<file path="src/rtl/sisc_exec_ctrl_if.sv">
// Bus between the SISC execution/control core and the surrounding datapath
// (IR, register file, status register, PC, data memory, write-back muxes).
interface sisc_exec_ctrl_if;
   logic [31:0] instruction;
   logic [3:0]  stat;
   logic [31:0] rsa;
   logic [31:0] rsb;
   logic [15:0] pc_out;

   logic [31:0] alu_result;
   logic [3:0]  cc;
   logic        stat_en;
   logic [15:0] br_out;
   logic        rf_we;
   logic [1:0]  wb_sel;
   logic        rb_sel;
   logic        swap_sel;
   logic        swap_ctrl;
   logic        pc_sel;
   logic        pc_write;
   logic        pc_rst;
   logic        ir_load;
   logic        mux_16_sel;
   logic        dm_we;

   // The core drives the control side of the bus.
   modport master (
      input  instruction, stat, rsa, rsb, pc_out,
      output alu_result, cc, stat_en, br_out, rf_we, wb_sel, rb_sel,
             swap_sel, swap_ctrl, pc_sel, pc_write, pc_rst, ir_load,
             mux_16_sel, dm_we
   );

   modport slave (
      output instruction, stat, rsa, rsb, pc_out,
      input  alu_result, cc, stat_en, br_out, rf_we, wb_sel, rb_sel,
             swap_sel, swap_ctrl, pc_sel, pc_write, pc_rst, ir_load,
             mux_16_sel, dm_we
   );
endinterface

</file>
<file path="src/rtl/sisc_exec_ctrl.sv">
// SISC execution/control core: ALU with condition codes, branch-target adder
// and the multi-cycle fetch/decode/execute/mem/writeback sequencer.
module sisc_exec_ctrl (
   input  logic              clk,
   input  logic              rst_f,
   sisc_exec_ctrl_if.master  bus
);

   localparam logic [3:0] OP_ALU_REG = 4'd1;
   localparam logic [3:0] OP_ALU_IMM = 4'd2;
   localparam logic [3:0] OP_SWAP    = 4'd3;
   localparam logic [3:0] OP_LOD     = 4'd8;
   localparam logic [3:0] OP_STR     = 4'd9;
   localparam logic [3:0] OP_HLT     = 4'd15;

   typedef enum logic [3:0] {
      START0, START1, FETCH, DECODE, EXECUTE, MEM, WB, WB2, HALT
   } state_t;

   state_t      state, next_state;
   logic [31:0] swap_hold;

   logic [3:0]  op, mm;
   logic [15:0] imm;
   logic        unused_fields;

   assign op  = bus.instruction[31:28];
   assign mm  = bus.instruction[27:24];
   assign imm = bus.instruction[15:0];
   assign unused_fields = ^bus.instruction[23:16];

   logic [31:0] op_a, op_b, alu_val;
   logic [3:0]  func;
   logic        carry, ovf;

   // Loads/stores reuse the adder for address generation with an unsigned offset.
   always_comb begin
      op_a    = bus.rsa;
      op_b    = bus.rsb;
      func    = mm;
      alu_val = op_a;
      carry   = 1'b0;
      ovf     = 1'b0;
      if (op == OP_ALU_IMM) begin
         op_b = {{16{imm[15]}}, imm};
      end else if (op == OP_LOD || op == OP_STR) begin
         op_b = {16'h0000, imm};
         func = 4'd1;
      end
      case (func)
         4'd1: begin
            {carry, alu_val} = {1'b0, op_a} + {1'b0, op_b};
            ovf = (op_a[31] == op_b[31]) && (alu_val[31] != op_a[31]);
         end
         4'd2: begin
            alu_val = op_a - op_b;
            carry   = (op_a < op_b);
            ovf     = (op_a[31] != op_b[31]) && (alu_val[31] != op_a[31]);
         end
         4'd3: alu_val = op_a & op_b;
         4'd4: alu_val = op_a | op_b;
         4'd5: alu_val = op_a ^ op_b;
         4'd6: alu_val = ~op_a;
         4'd7: begin
            alu_val = {op_a[30:0], 1'b0};
            carry   = op_a[31];
         end
         4'd8: begin
            alu_val = {1'b0, op_a[31:1]};
            carry   = op_a[0];
         end
         default: alu_val = op_a;
      endcase
   end

   assign bus.cc         = {carry, ovf, alu_val[31], (alu_val == 32'h0)};
   assign bus.alu_result = (state == WB2) ? swap_hold : alu_val;

   logic branch_op, branch_taken;
   assign branch_op    = (op[3:2] == 2'b01);
   assign branch_taken = op[1] ? ((bus.stat & mm) == 4'h0) : ((bus.stat & mm) != 4'h0);
   assign bus.br_out   = op[0] ? (bus.pc_out + imm) : imm;

   always_ff @(posedge clk or negedge rst_f) begin
      if (!rst_f) begin
         state     <= START0;
         swap_hold <= 32'h0;
      end else begin
         state <= next_state;
         if (state == EXECUTE && op == OP_SWAP)
            swap_hold <= bus.rsb;
      end
   end

   // Next-state and Moore control decode; everything idles low unless a state claims it.
   always_comb begin
      next_state     = state;
      bus.stat_en    = 1'b0;
      bus.rf_we      = 1'b0;
      bus.wb_sel     = 2'b00;
      bus.rb_sel     = 1'b0;
      bus.swap_sel   = 1'b0;
      bus.swap_ctrl  = 1'b0;
      bus.pc_sel     = 1'b0;
      bus.pc_write   = 1'b0;
      bus.pc_rst     = 1'b0;
      bus.ir_load    = 1'b0;
      bus.mux_16_sel = 1'b0;
      bus.dm_we      = 1'b0;

      if (state inside {DECODE, EXECUTE, MEM, WB, WB2} && (op == OP_SWAP || op == OP_STR))
         bus.rb_sel = 1'b1;

      case (state)
         START0: begin
            bus.pc_rst = 1'b1;
            next_state = START1;
         end
         START1: begin
            bus.pc_rst = 1'b1;
            next_state = FETCH;
         end
         FETCH: begin
            bus.ir_load  = 1'b1;
            bus.pc_write = 1'b1;
            next_state   = DECODE;
         end
         DECODE: begin
            if (branch_op && branch_taken) begin
               bus.pc_sel   = 1'b1;
               bus.pc_write = 1'b1;
            end
            next_state = (op == OP_HLT) ? HALT : EXECUTE;
         end
         EXECUTE: begin
            bus.stat_en = (op == OP_ALU_REG || op == OP_ALU_IMM);
            next_state  = MEM;
         end
         MEM: begin
            if (op == OP_LOD || op == OP_STR)
               bus.mux_16_sel = mm[0];
            bus.dm_we  = (op == OP_STR);
            next_state = WB;
         end
         WB: begin
            if (op == OP_ALU_REG || op == OP_ALU_IMM) begin
               bus.rf_we = 1'b1;
            end else if (op == OP_LOD) begin
               bus.rf_we  = 1'b1;
               bus.wb_sel = 2'b01;
            end else if (op == OP_SWAP) begin
               bus.rf_we  = 1'b1;
               bus.wb_sel = 2'b10;
            end
            next_state = (op == OP_SWAP) ? WB2 : FETCH;
         end
         WB2: begin
            bus.rf_we     = 1'b1;
            bus.swap_sel  = 1'b1;
            bus.swap_ctrl = 1'b1;
            next_state    = FETCH;
         end
         HALT:    next_state = HALT;
         default: next_state = START0;
      endcase
   end

endmodule

</file>
<file path="src/flat_wrapper.sv">
// flat-port wrapper written by rule: the top's interface ports become plain ports
module sisc_exec_ctrl_flat 
  (clk, rst_f, bus_instruction, bus_stat, bus_rsa, bus_rsb, bus_pc_out, bus_alu_result, bus_cc, bus_stat_en, bus_br_out, bus_rf_we, bus_wb_sel, bus_rb_sel, bus_swap_sel, bus_swap_ctrl, bus_pc_sel, bus_pc_write, bus_pc_rst, bus_ir_load, bus_mux_16_sel, bus_dm_we);
  sisc_exec_ctrl_if bus_i ();
  input  logic clk;
  input  logic rst_f;
  input wire logic [$bits(bus_i.instruction)-1:0] bus_instruction;
  input wire logic [$bits(bus_i.stat)-1:0] bus_stat;
  input wire logic [$bits(bus_i.rsa)-1:0] bus_rsa;
  input wire logic [$bits(bus_i.rsb)-1:0] bus_rsb;
  input wire logic [$bits(bus_i.pc_out)-1:0] bus_pc_out;
  output wire logic [$bits(bus_i.alu_result)-1:0] bus_alu_result;
  output wire logic [$bits(bus_i.cc)-1:0] bus_cc;
  output wire logic [$bits(bus_i.stat_en)-1:0] bus_stat_en;
  output wire logic [$bits(bus_i.br_out)-1:0] bus_br_out;
  output wire logic [$bits(bus_i.rf_we)-1:0] bus_rf_we;
  output wire logic [$bits(bus_i.wb_sel)-1:0] bus_wb_sel;
  output wire logic [$bits(bus_i.rb_sel)-1:0] bus_rb_sel;
  output wire logic [$bits(bus_i.swap_sel)-1:0] bus_swap_sel;
  output wire logic [$bits(bus_i.swap_ctrl)-1:0] bus_swap_ctrl;
  output wire logic [$bits(bus_i.pc_sel)-1:0] bus_pc_sel;
  output wire logic [$bits(bus_i.pc_write)-1:0] bus_pc_write;
  output wire logic [$bits(bus_i.pc_rst)-1:0] bus_pc_rst;
  output wire logic [$bits(bus_i.ir_load)-1:0] bus_ir_load;
  output wire logic [$bits(bus_i.mux_16_sel)-1:0] bus_mux_16_sel;
  output wire logic [$bits(bus_i.dm_we)-1:0] bus_dm_we;
  assign bus_i.instruction = bus_instruction;
  assign bus_i.stat = bus_stat;
  assign bus_i.rsa = bus_rsa;
  assign bus_i.rsb = bus_rsb;
  assign bus_i.pc_out = bus_pc_out;
  assign bus_alu_result = bus_i.alu_result;
  assign bus_cc = bus_i.cc;
  assign bus_stat_en = bus_i.stat_en;
  assign bus_br_out = bus_i.br_out;
  assign bus_rf_we = bus_i.rf_we;
  assign bus_wb_sel = bus_i.wb_sel;
  assign bus_rb_sel = bus_i.rb_sel;
  assign bus_swap_sel = bus_i.swap_sel;
  assign bus_swap_ctrl = bus_i.swap_ctrl;
  assign bus_pc_sel = bus_i.pc_sel;
  assign bus_pc_write = bus_i.pc_write;
  assign bus_pc_rst = bus_i.pc_rst;
  assign bus_ir_load = bus_i.ir_load;
  assign bus_mux_16_sel = bus_i.mux_16_sel;
  assign bus_dm_we = bus_i.dm_we;
  sisc_exec_ctrl u_core (.clk(clk), .rst_f(rst_f), .bus(bus_i));
endmodule
</file>
<file path="config.mk">
export PLATFORM = sky130hd
export DESIGN_NAME = sisc_exec_ctrl_flat
export DESIGN_NICKNAME = d
export VERILOG_FILES = /design/src/rtl/sisc_exec_ctrl_if.sv /design/src/rtl/sisc_exec_ctrl.sv /design/src/flat_wrapper.sv
export SDC_FILE = /design/constraint.sdc
export NUM_CORES = 1
export LEC_CHECK = 0
export BUFFER_PORTS_ARGS = -buffer_cell sky130_fd_sc_hd__buf_2
export CORE_MARGIN = 3
export CORE_UTILIZATION = 25
export CTS_BUF_LIST = sky130_fd_sc_hd__clkbuf_4
export DETAILED_ROUTE_END_ITERATION = 7
export GPL_ROUTABILITY_DRIVEN = 0
export GPL_TIMING_DRIVEN = 0
export PLACE_DENSITY = 0.53
export SYNTH_ARGS = -nofsm -noshare
export SYNTH_HDL_FRONTEND = slang
export SYNTH_SLANG_ARGS = --single-unit
</file>
<file path="constraint.sdc">
create_clock -name clk -period 10.6 [get_ports clk]
set_input_delay 1.59 -clock clk [delete_from_list [all_inputs] [get_ports clk]]
set_output_delay 1.59 -clock clk [all_outputs]
set_load 0.1 [all_outputs]
</file>
## Yosys cells after proc, flatten, opt, wreduce, memory -nomap -nowiden

Cells that the tools add are included.
W data, S select, Z words.

- Add/subtract/negate cells: 3
- $lt $le $gt $ge: 1
- Eq/ne operators: 27
- Muxes and demuxes: 32
- Bitwise gates (word level): 5
- Reductions and logical operators: 15

Operators with widths:

| operator | number |
|---|---|
| $pmux W32 S8 | 1 |
| $mux W32 | 3 |
| $add A32 B32 Y33 | 1 |
| $and A32 B32 Y32 | 1 |
| $eq A4 B3 Y1 const B | 8 |
| $logic_not A32 Y1 | 1 |
| $lt A32 B32 Y1 | 1 |
| $not A32 Y32 | 1 |
| $or A32 B32 Y32 | 1 |
| $pmux W4 S8 | 1 |
| $sub A32 B32 Y32 | 1 |
| $xor A32 B32 Y32 | 1 |
| $eq A4 B2 Y1 const B | 6 |
| $eq A4 B4 Y1 const B | 5 |
| $add A16 B16 Y16 | 1 |
| $mux W16 | 1 |
| $mux W1 | 14 |
| $eq A4 B1 Y1 const B | 3 |
| $mux W4 | 3 |
| $logic_not A4 Y1 | 2 |
| $mux W2 | 4 |
| $pmux W1 S2 | 3 |
| $logic_and A1 B1 Y1 | 5 |
| $reduce_bool A5 Y1 | 1 |
| other kinds (9) | 14 |

- Register bits: 36
- Bits of input ports: 118

## Longest topological paths before layout

Gate-level depths: netlist of run 1.

- Word-level depth: 8
- Depth in mapped cells: 24
- Gate-level depth less buffers: 18

## Worst setup path after synthesis of run 1

Ideal clock, no wire load.

- Path kind: in2out
- From: input port bus_instruction[29]
- To: output port bus_cc[0]
- Arrival: 8031 ps
- Data required time: 9010 ps
- Path slack: 979 ps
- Stages: 20
- Path buffers: 4
- Cells stage by stage: clkbuf_1 > nand2b_1 > a21o_1 > clkbuf_1 > clkbuf_1 > mux2_2 > inv_1 > ha_1 > clkbuf_1 > nor2_1 > nand3_1 > o211a_1 > o211a_2 > or3_4 > a211oi_2 > nor2_1 > a221oi_4 > xnor2_1 > o21ai_2 > nor3_1

- Longest elaborated chain between the ends: 7

Ends and longest elaborated chain:

| what | RTL line | text |
|---|---|---|
| from (decl) | flat_wrapper.sv:7 | `input wire logic [$bits(bus_i.instruction)-1:0] bus_instruction;` |
| $eq A4 B4 Y1 | sisc_exec_ctrl.sv:46 | `end else if (op == OP_LOD \|\| op == OP_STR) begin` |
| $logic_or A1 B1 Y1 | sisc_exec_ctrl.sv:46 |  |
| $mux W32 or $mux W4 (tied branches) | sisc_exec_ctrl.sv:46 |  |
| $mux W32 or $mux W4 (tied branches) | sisc_exec_ctrl.sv:44 | `if (op == OP_ALU_IMM) begin` |
| $sub A32 B32 Y32, or another cell as far along | sisc_exec_ctrl.sv:56 | `alu_val = op_a - op_b;` |
| $pmux W32 S8 * | sisc_exec_ctrl.sv:50 | `case (func)` |
| net bus_cc[1] | flat_wrapper.sv:13 | `output wire logic [$bits(bus_i.cc)-1:0] bus_cc;` |
| $logic_not A32 Y1 * | sisc_exec_ctrl.sv:76 | `assign bus.cc = {carry, ovf, alu_val[31], (alu_val == 32'h0)};` |
| to (decl) | flat_wrapper.sv:13 |  |

Mark *: on every way through the listed nets, which the timed path passes. The rest lies on a longest branch.

## Worst setup path after layout of run 1

- From: input port bus_instruction[28]
- To: output port bus_cc[0]

- Longest elaborated chain between the ends: 7

Ends and longest elaborated chain:

| what | RTL line |
|---|---|
| $eq A4 B4 Y1 | sisc_exec_ctrl.sv:46 |
| $logic_or A1 B1 Y1 | sisc_exec_ctrl.sv:46 |
| $mux W32 or $mux W4 (tied branches) | sisc_exec_ctrl.sv:46 |
| $mux W32 or $mux W4 (tied branches) | sisc_exec_ctrl.sv:44 |
| $sub A32 B32 Y32, or another cell as far along | sisc_exec_ctrl.sv:56 |
| $pmux W32 S8 * | sisc_exec_ctrl.sv:50 |
| $logic_not A32 Y1 * | sisc_exec_ctrl.sv:76 |

Every way passes the cells marked *; elsewhere a longest branch is shown, timed or not.

==> key figures, run 1 <==
Layout
  • Register area: 901 sq um
  • Layout cells sized above 1: 18.2%
  • # fillers: 4,463
  • Non-filler cells, final: 2,185
  • Layout Nets: 1,898
  • P&R area growth vs syn: 15.6%
  • Area occupied by multi-input gates: 8570 sq um

Detailed routing
  • Total wire length: 54.3 mm
  • Antenna-violating nets left: 0
  • WL per Instance: 24.8 um
  • DRC Markers: 0
  • Vias: 13.1k
  • Vias per cell: 6.01
  • DR pass1 iterations: 8
  • Initial DRC count: 1,681

STA
  • Worst slew pin tran: 1.38 ns
  • Setup TNS: 0 ns
  • Pins Over Slew Limit: 0
  • Finish-stage setup viols: 0
  • RSZ-0062 raised after global routing: no
  • Max_slew headroom: 7.09%
  • Fmax: 98.3 MHz
  • Clock skew: 0.0167 ns
  • Crit path time final: 10.17 ns
  • Fin. Hold Viols: 0
  • Tcrit/Tclk final: 96.0%

Pwr
  • P per Cell Area: 131 nW/um^2
  • Peak VDD IR: 0.000174 V
  • Clock network power share: 5.3%
  • Net Switching: 1.05 mW
  • Pint: 0.516 mW
  • Comb pwr share: 81.7%
  • Seq pwr share: 13.0%
  • Sw Ratio: 67.0%
  • Leak: 5.40 nW

Synthesis
  • Synth area leader: ha_1
  • Mean post-synth cell area: 6.96 sq um
  • Asr flop ratio synth: 100%
  • Number of enable flip-flop cells after synthesis: 0
  • Post-synth top area share: 14.6%
  • Post-Syn Instances: 1,479
  • Synth area leaders: ha_1 (15%), dfrtp_1 (8.7%), nand2_1 (6.5%), mux2_2 (6.5%), a21oi_1 (5.3%)
  • Syn Nets: 1,720
  • Post-synthesis sequential area ratio: 8.75%
  • YS warnings: 0
  • Netlist cell types: 86
  • Synth Cell Area: 10,300 sq um
  • Main synth FF type: dfrtp_1
  • FF+latch count, synth: 36

Clocking
  • Post-CTS Repair Setup Buffers: 0
  • Clock sink count: 36
  • Worst-path clk slew: 0.12 ns
  • Clock Latency Late Sink: 0.38 ns
  • Inserted Clock Buffers: 5
  • Clk root buf: clkbuf_4
  • Hold-fix buffers, CTS: 0
  • Bufs on Longest Clock Path: 2
  • CTS tree: built
  • Resized Gates After CTS: 0
  • H-tree levels: 2

GRT
  • Largest net degree at the start of global routing: 37
  • Initial antenna violation count: 1
  • Remaining Overflow, GRT: 0
  • Tot GR Track Use: 23.4%
  • First-pass GRT wire length: 79.7 mm
  • Vias in the first global route: 12.5k

Place
  • PortBufs: 168
  • Dpl cells: 2,175
  • Final HPWL DP: 43.9 mm

Die
  • Area of the core: 40,200 sq um
  • Full die area: 43,700 sq um
  • Die X: 209 um
  • Die H: 209 um
  • Initial core utilization: 25.6%
  • Placement Rows: 73
  • I/O pin total: 183

Worst setup path
  • Most used cell along the critical path: clkbuf_1
  • CP endpoint kind: output pin
  • Crit path required time: 9.01 ns
  • Worst EP arrival: 8.58 ns
  • CP cell instances: clkbuf_1 -> inv_1 -> nand3b_1 -> a21o_1 -> clkbuf_1 -> clkbuf_1 -> mux2_2 -> ha_1 -> fa_1 -> o21bai_1 -> a211oi_1 -> o211ai_1 -> a21boi_0 -> nor4_1 -> nor3_1 -> o31ai_1 -> a32oi_1 -> nor4_1 -> nand4_1 -> nor3_1 -> buf_2
  • CP Launch Type: input port
  • Max stage delay on crit path: 1.19 ns
  • Slowest library cell on the worst path: nor4_1
  • Crit Path Max Fanout: 10
  • WS Path Type: input port to output pin

Outcome
  • Status: completed

Hold path
  • Hold crit path type: flop to flop

Job
  • Max cap viols: 0
## synth_stat cells (12+ instances only)
cell type  count
mux2i_1       16
nand2b_1      14
a221oi_1      15
o21a_1        12
o21ai_0       85
xnor2_1       20
o31ai_1       17
nor2b_1       17
nor3_1        46
buf_1         15
nand2_1      178
a31oi_1       14
a21o_1        21
and3_1        15
nand4_1       13
ha_1         120
buf_2         17
a21oi_1      110
or3_1         17
nor2_1       109
a211oi_1      19
a32oi_1       13
o21bai_1      16
dfrtp_1       36
inv_1        112
clkbuf_1      63
nor4_1        19
nand3_1       35
mux2_2        59
o211ai_1      21
o22ai_1       22
## cell families (layout without fill, tap and decap cells)
| kind of cell | after synthesis | count (layout) | synth area share, % |
|---|---|---|---|
| flip-flops | 36 | 36 | 8.75 |
| buffers and inverters | 214 | 393 | 8.21 |
| other | 0 | 2 | 0 |
| adder cells (fa/ha/maj) | 123 | 123 | 15.2 |
| multiplexers | 82 | 82 | 9.43 |
| AO/OA/AOI/OAI | 489 | 489 | 32.7 |
| AND/OR/NAND/NOR | 512 | 512 | 23.8 |
| XOR/XNOR | 23 | 23 | 1.96 |
## worst paths after layout
kind | startpoint | end | slack [ns] | cells after the start
max | bus_instruction[28] | bus_cc[0] | 0.43 | 21
min in group asynchronous | rst_f | u_core.swap_hold[13] | 1.34 | 1
max in group asynchronous | rst_f | u_core.swap_hold[31] | 8.66 | 1
max reg2reg | u_core.state[3] | u_core.swap_hold[12] | 8.28 | 6
min reg2reg | u_core.swap_hold[21] | u_core.swap_hold[21] | 0.52 | 1
min | u_core.swap_hold[21] | u_core.swap_hold[21] | 0.52 | 1
## per-stage QoR
stage / cell area (sq um) / total power, mW / hold slack [ns] / setup WS (ns) / util, %
6_report: 11900 / 1.56 / 0.519 / 0.429 / 29.6
5_1_grt: 11900 / 1.63 / 0.539 / 0.291 / 29.6
4_1_cts: 11900 / 1.54 / 0.524 / 0.752 / 29.6
3_5_place_dp: 11800 / 1.45 / 0.493 / 0.776 / 29.5
3_3_place_gp: 11800 / 1.45 / 0.483 / 0.687 / 29.4
2_1_floorplan: 10300 / 1.15 / 0.472 / 0.979 / -
## registers in the layout, indices dropped and copies added (netlist names)
register and cells:
u_core.state 4, u_core.swap_hold 32
## power groups by stage
stage                     clock, mW  sequential (mW)  combinational [mW]
after floorplan                   0            0.198               0.950
after global placement            0            0.203                1.24
after detailed placement          0            0.204                1.25
after CTS                    0.0865            0.202                1.25
after global routing         0.0924            0.207                1.33
final                        0.0835            0.203                1.28
## worst max-delay path: cells and delay by family
family | cells | cell delay [ns]
adder cells (fa/ha/maj) | 2 | 0.66
AO/OA/AOI/OAI | 7 | 1.87
AND/OR/NAND/NOR | 6 | 2.29
buffers and inverters | 5 | 1.71
multiplexers | 1 | 0.45
## layout make-up
type                    instances  share of cell area [%]
multi-input cells            1229                    72.0
diodes                          2                  0.0420
repair buffers                171                    7.35
inverters                     113                    3.56
clock buffers                   5                   0.315
plain buffers                 101                    3.54
clock inverters                 3                   0.158
well taps                     525                    5.52
flip-flops and latches         36                    7.57
## layer usage
layer  track usage [%]  routed length, um
met2              36.7              23500
met3              4.62               5630
met4              11.8               3490
met1              30.5              21600
met5                 0                 13
## cell usage in the layout, fill, tap and decap left out, drive strengths merged, types with 22 or more instances in the layout
master and count:
a21oi 110, clkbuf 70, o22ai 22, inv 112, nand3 35, mux2 60, buf 207, dfrtp 36
nor2 109, o21ai 87, nor3 46, nand2 178, ha 120
Power figures use the tool's default switching activity.
==> run 2, diff against run 1 <==
Settings changed: GPL_TIMING_DRIVEN 0 to 1.
Clock period 10.6 ns to 9.5 ns, I/O delays scaled along.
==> run 2 against run 1 <==
  * Cell count down 3.2%
  * Via count shrank 5.0%
  * Sequential cell count unchanged
  * Wire length fell by 9.9%
  * Sequential share of layout area increased by 0.13 points
  * Clock skew barely moved
  * Register-to-register slack worse by 0.63 ns
  * Critical path type unchanged
  * Hold slack improved by 0.0046 ns
  * Sequential power rose by 15%
  * Largest power group unchanged
  * Critical path depth is 2 lower
  * Global-route usage fell by 2.2 points
==> key figures, run 2 (synthesis gave the netlist of run 1 again) <==
Die
  • Full die area: 43,700 sq um (unchanged)
  • Die X: 209 um (unchanged)
  • Die H: 209 um (unchanged)
  • Initial core utilization: 25.6% (unchanged)
  • Area of the core: 40,200 sq um (unchanged)
  • I/O pin total: 183 (unchanged)
  • Placement Rows: 73 (unchanged)

STA
  • Setup TNS: 0 ns (unchanged)
  • PnR worst setup slack: 0.696 ns (was 0.429 ns)
  • Pins Over Slew Limit: 0 (unchanged)
  • Crit path time final: 8.80 ns
  • Min Hold Slack: 0.523 ns (was 0.519 ns)
  • Worst slew pin tran: 1.22 ns (was 1.38 ns)
  • Max_slew headroom: 18.4% (was 7.09%)
  • Fin. Hold Viols: 0 (unchanged)
  • Tcrit/Tclk final: 92.7%
  • Fmax: 114 MHz
  • RSZ-0062 raised after global routing: no (unchanged)
  • Finish-stage setup viols: 0 (unchanged)
  • Clock skew: 0.0163 ns (was 0.0167 ns)

GRT
  • Remaining Overflow, GRT: 0 (unchanged)
  • Tot GR Track Use: 21.1% (was 23.4%)
  • Largest net degree at the start of global routing: 42 (was 37)
  • Initial antenna violation count: 2 (was 1)
  • First-pass GRT wire length: 73.1 mm (was 79.7 mm)
  • Vias in the first global route: 11.8k (was 12.5k)

Detailed routing
  • Initial DRC count: 1,691 (was 1,681)
  • Total wire length: 48.9 mm (was 54.3 mm)
  • Vias per cell: 5.90 (was 6.01)
  • Antenna-violating nets left: 0 (unchanged)
  • DRC Markers: 0 (unchanged)
  • Vias: 12.5k (was 13.1k)
  • DR pass1 iterations: 6 (was 8)
  • WL per Instance: 23.1 um (was 24.8 um)

Layout
  • Top flop regs: u_core.swap_hold (32), u_core.state (4) (unchanged)
  • Area occupied by multi-input gates: 8590 sq um (was 8570 sq um)
  • Commonest non-fill, non-tap cell in the layout: nand2_1 (was buf_2)
  • Non-filler cells, final: 2,114 (was 2,185)
  • Layout cells sized above 1: 19.7% (was 18.2%)
  • Register area: 901 sq um (unchanged)
  • Max FFs per register: 32 (unchanged)
  • # fillers: 4,505 (was 4,463)
  • P&R area growth vs syn: 13.7% (was 15.6%)
  • Layout Nets: 1,827 (was 1,898)
  • Biggest register: u_core.swap_hold (unchanged)
  • Most frequent cells in the layout: nand2_1 (178), buf_2 (174), ha_1 (120), inv_1 (112), a21oi_1 (109) (was buf_2 (185), nand2_1 (178), ha_1 (120), inv_1 (112), a21oi_1 (110))

Clocking
  • Hold-fix buffers, CTS: 0 (unchanged)
  • Clk root buf: clkbuf_4 (unchanged)
  • Resized Gates After CTS: 0 (unchanged)
  • CTS tree: built (unchanged)
  • Clock sink count: 36 (unchanged)
  • H-tree levels: 2 (unchanged)
  • Worst-path clk slew: 0.13 ns (was 0.12 ns)
  • Bufs on Longest Clock Path: 2 (unchanged)
  • Inserted Clock Buffers: 5 (unchanged)
  • Post-CTS Repair Setup Buffers: 0 (unchanged)
  • Clock Latency Late Sink: 0.38 ns (about the same)

Worst setup path
  • Crit path required time: 8.08 ns (was 9.01 ns)
  • CP cell instances: buf_2 -> inv_1 -> nand3b_1 -> or3b_2 -> nand2_1 -> inv_1 -> ha_1 -> nor2b_1 -> a2111oi_0 -> and3_1 -> a21boi_0 -> nor4_1 -> o21ai_0 -> a32oi_1 -> a2111oi_0 -> and4b_1 -> nand4_1 -> nor3_1 -> buf_2 (was clkbuf_1 -> inv_1 -> nand3b_1 -> a21o_1 -> clkbuf_1 -> clkbuf_1 -> mux2_2 -> ha_1 -> fa_1 -> o21bai_1 -> a211oi_1 -> o211ai_1 -> a21boi_0 -> nor4_1 -> nor3_1 -> o31ai_1 -> a32oi_1 -> nor4_1 -> nand4_1 -> nor3_1 -> buf_2)
  • Max stage delay on crit path: 0.76 ns (was 1.19 ns)
  • Worst EP arrival: 7.38 ns (was 8.58 ns)
  • Crit Reg-Reg Endpoint: u_core.swap_hold[20] (was u_core.swap_hold[12])
  • WS Path Type: input port to output pin (unchanged)
  • CP endpoint kind: output pin (unchanged)
  • Crit Path Max Fanout: 16 (was 10)
  • Flop-to-flop setup slack: 7.65 ns (was 8.28 ns)
  • RR Startpoint: u_core.state[3] (unchanged)
  • CP Launch Type: input port (unchanged)
  • Slowest library cell on the worst path: a2111oi_0 (was nor4_1)
  • FF-to-FF path depth: 5 (was 6)

Hold path
  • Hold crit path type: flop to flop (unchanged)
  • Hold Startpoint: u_core.swap_hold[12] (was u_core.swap_hold[21])
  • Sink of the worst hold path: u_core.swap_hold[12] (was u_core.swap_hold[21])
  • Worst hold stages: 1 (unchanged)

Place
  • PortBufs: 174 (was 168)
  • Final HPWL DP: 38.4 mm (was 43.9 mm)
  • Dpl cells: 2,104 (was 2,175)
  • Post-Place Worst Slack: 0.957 ns (was 0.776 ns)

Pwr
  • Total power: 1.70 mW (was 1.56 mW)
  • Leak: 5.35 nW (was 5.40 nW)
  • Peak VDD IR: 0.000151 V (was 0.000174 V)
  • P per Cell Area: 145 nW/um^2 (was 131 nW/um^2)

Outcome
  • Status: completed (unchanged)

Job
  • Max cap viols: 0 (unchanged)
==> run 2: worst max path at each step <==
stage                        start         to  slack (ns)
3_3_place_gp   bus_instruction[28]  bus_cc[0]        1.07
5_1_grt        bus_instruction[28]  bus_cc[0]        0.40
2_1_floorplan  bus_instruction[29]  bus_cc[0]        0.21
6_report       bus_instruction[28]  bus_cc[0]        0.70
4_1_cts        bus_instruction[28]  bus_cc[0]        0.91
3_5_place_dp   bus_instruction[28]  bus_cc[0]        0.96
==> run 2: final cells by class <==
cell class,count,area share [%]
timing repair buffer,201,9.17
clock buffer,5,0.321
multi-input combinational,1229,73.4
clock inverter,3,0.150
antenna,2,0.0427
sequential,36,7.69
tap,525,5.61
inverter,113,3.62
==> run 2: power breakdown <==
part	total, mW	internal, mW	switching (mW)
sequential	0.234	0.200	0.0336
combinational	1.37	0.343	1.03
clock	0.0924	0.0286	0.0639
total	1.70	0.572	1.13
==> run 2: per-stage QoR <==
| stage | cell area (sq um) | utilization [%] |
|---|---|---|
| 4_1_cts | 11700 | 29.1 |
| 6_report | 11700 | 29.1 |
| 5_1_grt | 11700 | 29.1 |
| 3_5_place_dp | 11600 | 29.0 |
| 2_1_floorplan | 10300 | - |
| 3_3_place_gp | 11600 | 29.0 |
==> run 2: critical path, delay by kind of cell <==
family          cells  cell delay (ns)
fa+ha+maj           1             0.56
simple gates        9             2.31
buf+inv             4             0.99
compound gates      5             2.06
==> run 2: per-layer routing <==
| layer | global-route usage (%) | vias to the layer above | part of all wire [%] |
|---|---|---|---|
| li1 | - | 5660 | - |
| met5 | 0 | - | 0 |
| met1 | 27.8 | 5989 | 41 |
| met2 | 34.6 | 700 | 46 |
| met4 | 7.23 | 0 | 3.8 |
| met3 | 4.11 | 133 | 9.5 |
==> run 3, diff against run 2 <==
--- a/constraint.sdc
+++ b/constraint.sdc
@@ -3,2 +3,2 @@
 set_output_delay 1.425 -clock clk [all_outputs]
-set_load 0.1 [all_outputs]
+set_load 0.01 [all_outputs]
==> run 3 against run 2 <==
  * Worst setup slack improved by 0.11 ns
  * Non-clock buffer count up 5
  * Cell count is 0.19% higher
  * Maximum frequency grew 1.3%
  * Clock skew decreased by 0.0032 ns
  * Sequential share of layout area hardly changed
  * Clock power rose by 2%
==> key figures, run 3 (synthesis gave the netlist of run 1 again) <==
Outcome
  • Status: completed (unchanged)

Worst setup path
  • Critical Path Start: bus_instruction[28] (unchanged)
  • Worst EP arrival: 7.27 ns (was 7.38 ns)
  • CP endpoint kind: output pin (unchanged)
  • WS Path Type: input port to output pin (unchanged)
  • Crit Path Max Fanout: 11 (was 16)
  • CP Launch Type: input port (unchanged)
  • Crit path required time: 8.08 ns (about the same)
  • RR Startpoint: u_core.state[3] (unchanged)

Detailed routing
  • Antenna-violating nets left: 0 (unchanged)
  • DRC Markers: 0 (unchanged)
  • Initial DRC count: 1,672 (was 1,691)
  • Vias: 12.5k (about the same)
  • WL per Instance: 23.1 um (about the same)
  • Vias per cell: 5.92 (was 5.90)
  • Total wire length: 48.9 mm (about the same)
  • DR pass1 iterations: 6 (unchanged)

GRT
  • Initial antenna violation count: 2 (unchanged)
  • Largest net degree at the start of global routing: 43 (was 42)
  • First-pass GRT wire length: 73.1 mm (about the same)
  • Vias in the first global route: 11.9k (was 11.8k)
  • Tot GR Track Use: 21.1% (about the same)
  • Remaining Overflow, GRT: 0 (unchanged)

Clocking
  • Bufs on Longest Clock Path: 2 (unchanged)
  • Worst-path clk slew: 0.14 ns (was 0.13 ns)
  • Clock sink count: 36 (unchanged)
  • H-tree levels: 2 (unchanged)
  • Clock Latency Late Sink: 0.40 ns (was 0.38 ns)
  • Inserted Clock Buffers: 5 (unchanged)
  • Hold-fix buffers, CTS: 0 (unchanged)
  • Clk root buf: clkbuf_4 (unchanged)
  • Resized Gates After CTS: 0 (unchanged)
  • Post-CTS Repair Setup Buffers: 0 (unchanged)
  • CTS tree: built (unchanged)

STA
  • Finish-stage setup viols: 0 (unchanged)
  • Crit path time final: 8.69 ns (was 8.80 ns)
  • Tcrit/Tclk final: 91.5% (was 92.7%)
  • Pins Over Slew Limit: 0 (unchanged)
  • Max_slew headroom: 22.1% (was 18.4%)
  • Fin. Hold Viols: 0 (unchanged)
  • Worst slew pin tran: 1.16 ns (was 1.22 ns)
  • Fmax: 115 MHz (was 114 MHz)
  • RSZ-0062 raised after global routing: no (unchanged)
  • Setup TNS: 0 ns (unchanged)
  • Clock skew: 0.0131 ns (was 0.0163 ns)

Place
  • PortBufs: 174 (unchanged)
  • Final HPWL DP: 38.4 mm (about the same)
  • Dpl cells: 2,109 (was 2,104)

Die
  • Initial core utilization: 25.6% (unchanged)
  • I/O pin total: 183 (unchanged)
  • Full die area: 43,700 sq um (unchanged)
  • Area of the core: 40,200 sq um (unchanged)
  • Placement Rows: 73 (unchanged)
  • Die X: 209 um (unchanged)
  • Die H: 209 um (unchanged)

Layout
  • Biggest register: u_core.swap_hold (unchanged)
  • Top flop regs: u_core.swap_hold (32), u_core.state (4) (unchanged)
  • Most frequent cells in the layout: nand2_1 (178), buf_2 (174), ha_1 (120), inv_1 (112), a21oi_1 (109) (unchanged)
  • Max FFs per register: 32 (unchanged)
  • Util after Layout: 29.2% (was 29.1%)
  • P&R area growth vs syn: 14.0% (was 13.7%)
  • Commonest non-fill, non-tap cell in the layout: nand2_1 (unchanged)
  • Non-filler cells, final: 2,118 (was 2,114)
  • Layout Nets: 1,832 (was 1,827)
  • Layout cells sized above 1: 19.8% (was 19.7%)

Hold path
  • Hold Startpoint: u_core.swap_hold[31] (was u_core.swap_hold[12])
  • Hold crit path type: flop to flop (unchanged)

Pwr
  • Leak: 5.38 nW (was 5.35 nW)
  • P per Cell Area: 108 nW/um^2 (was 145 nW/um^2)
  • Peak VDD IR: 0.0000668 V (was 0.000151 V)
  • Total power: 1.26 mW (was 1.70 mW)

Job
  • Max cap viols: 0 (unchanged)
-- run 3: cell types whose count changed in the layout (fill, tap and decap cells not counted) --
cell,previous run,this run
buf_4,27,32
nor3_2,4,3
nor3_1,42,43
diode_2,2,1
-- run 3: area by class of cell --
| cell class | instances | area, sq um |
|---|---|---|
| inverter | 113 | 424 |
| fill | 4480 | 28500 |
| antenna | 1 | 2.50 |
| clock inverter | 3 | 17.5 |
| multi-input combinational | 1229 | 8590 |
| clock buffer | 5 | 37.5 |
| sequential | 36 | 901 |
| tap | 525 | 657 |
| timing repair buffer | 206 | 1110 |
-- run 3: path summary, 6_finish.rpt --
kind,slack (ns),cells after the start,endpoint
worst max-delay path,0.81,19,bus_cc[0]
worst min-delay path,0.52,1,u_core.swap_hold[31]
worst max register to register,7.66,5,u_core.swap_hold[7]
worst min register to register,0.52,1,u_core.swap_hold[31]
max in group asynchronous,7.79,1,u_core.swap_hold[9]
min in group asynchronous,1.14,1,u_core.state[3]
-- run 3: power breakdown --
| group | total [mW] | leakage [nW] | internal [mW] | switching (mW) |
|---|---|---|---|---|
| combinational | 0.935 | 4.86 | 0.347 | 0.588 |
| sequential | 0.234 | 0.484 | 0.200 | 0.0338 |
| clock | 0.0943 | 0.0330 | 0.0285 | 0.0658 |
-- run 3: through the flow --
step / hold slack [ns] / setup slack, ns / area (sq um)
floorplan: 0.472 / 2.31 / 10300
global placement: 0.480 / 1.15 / 11700
detailed placement: 0.490 / 1.04 / 11700
CTS: 0.519 / 0.991 / 11700
global route: 0.534 / 0.631 / 11700
finish: 0.522 / 0.805 / 11700
-- run 3: critical path, cell delays in order --
cell and delay, ns:
buf_2 0.10, inv_1 0.30, nand3b_1 0.16, a21o_1 0.29, o21ai_0 0.74, inv_1 0.18
ha_1 0.41, o21bai_1 0.11, a21oi_1 0.52, o2111ai_1 0.34, a21oi_1 0.23, mux2i_1 0.09
o41ai_1 0.78, o311ai_0 0.31, a2111oi_0 0.40, and4b_1 0.32, nand4_1 0.16, nor3_1 0.24
buf_2 0.17
-- run 3: metal layers --
metal  GRT usage (%)  wire, um  up-vias
met5               0         7        -
met4            6.37      1740        2
met3            3.17      4850      127
met2            34.1     22100      776
met1            29.0     20200     5941
li1                -         -     5685
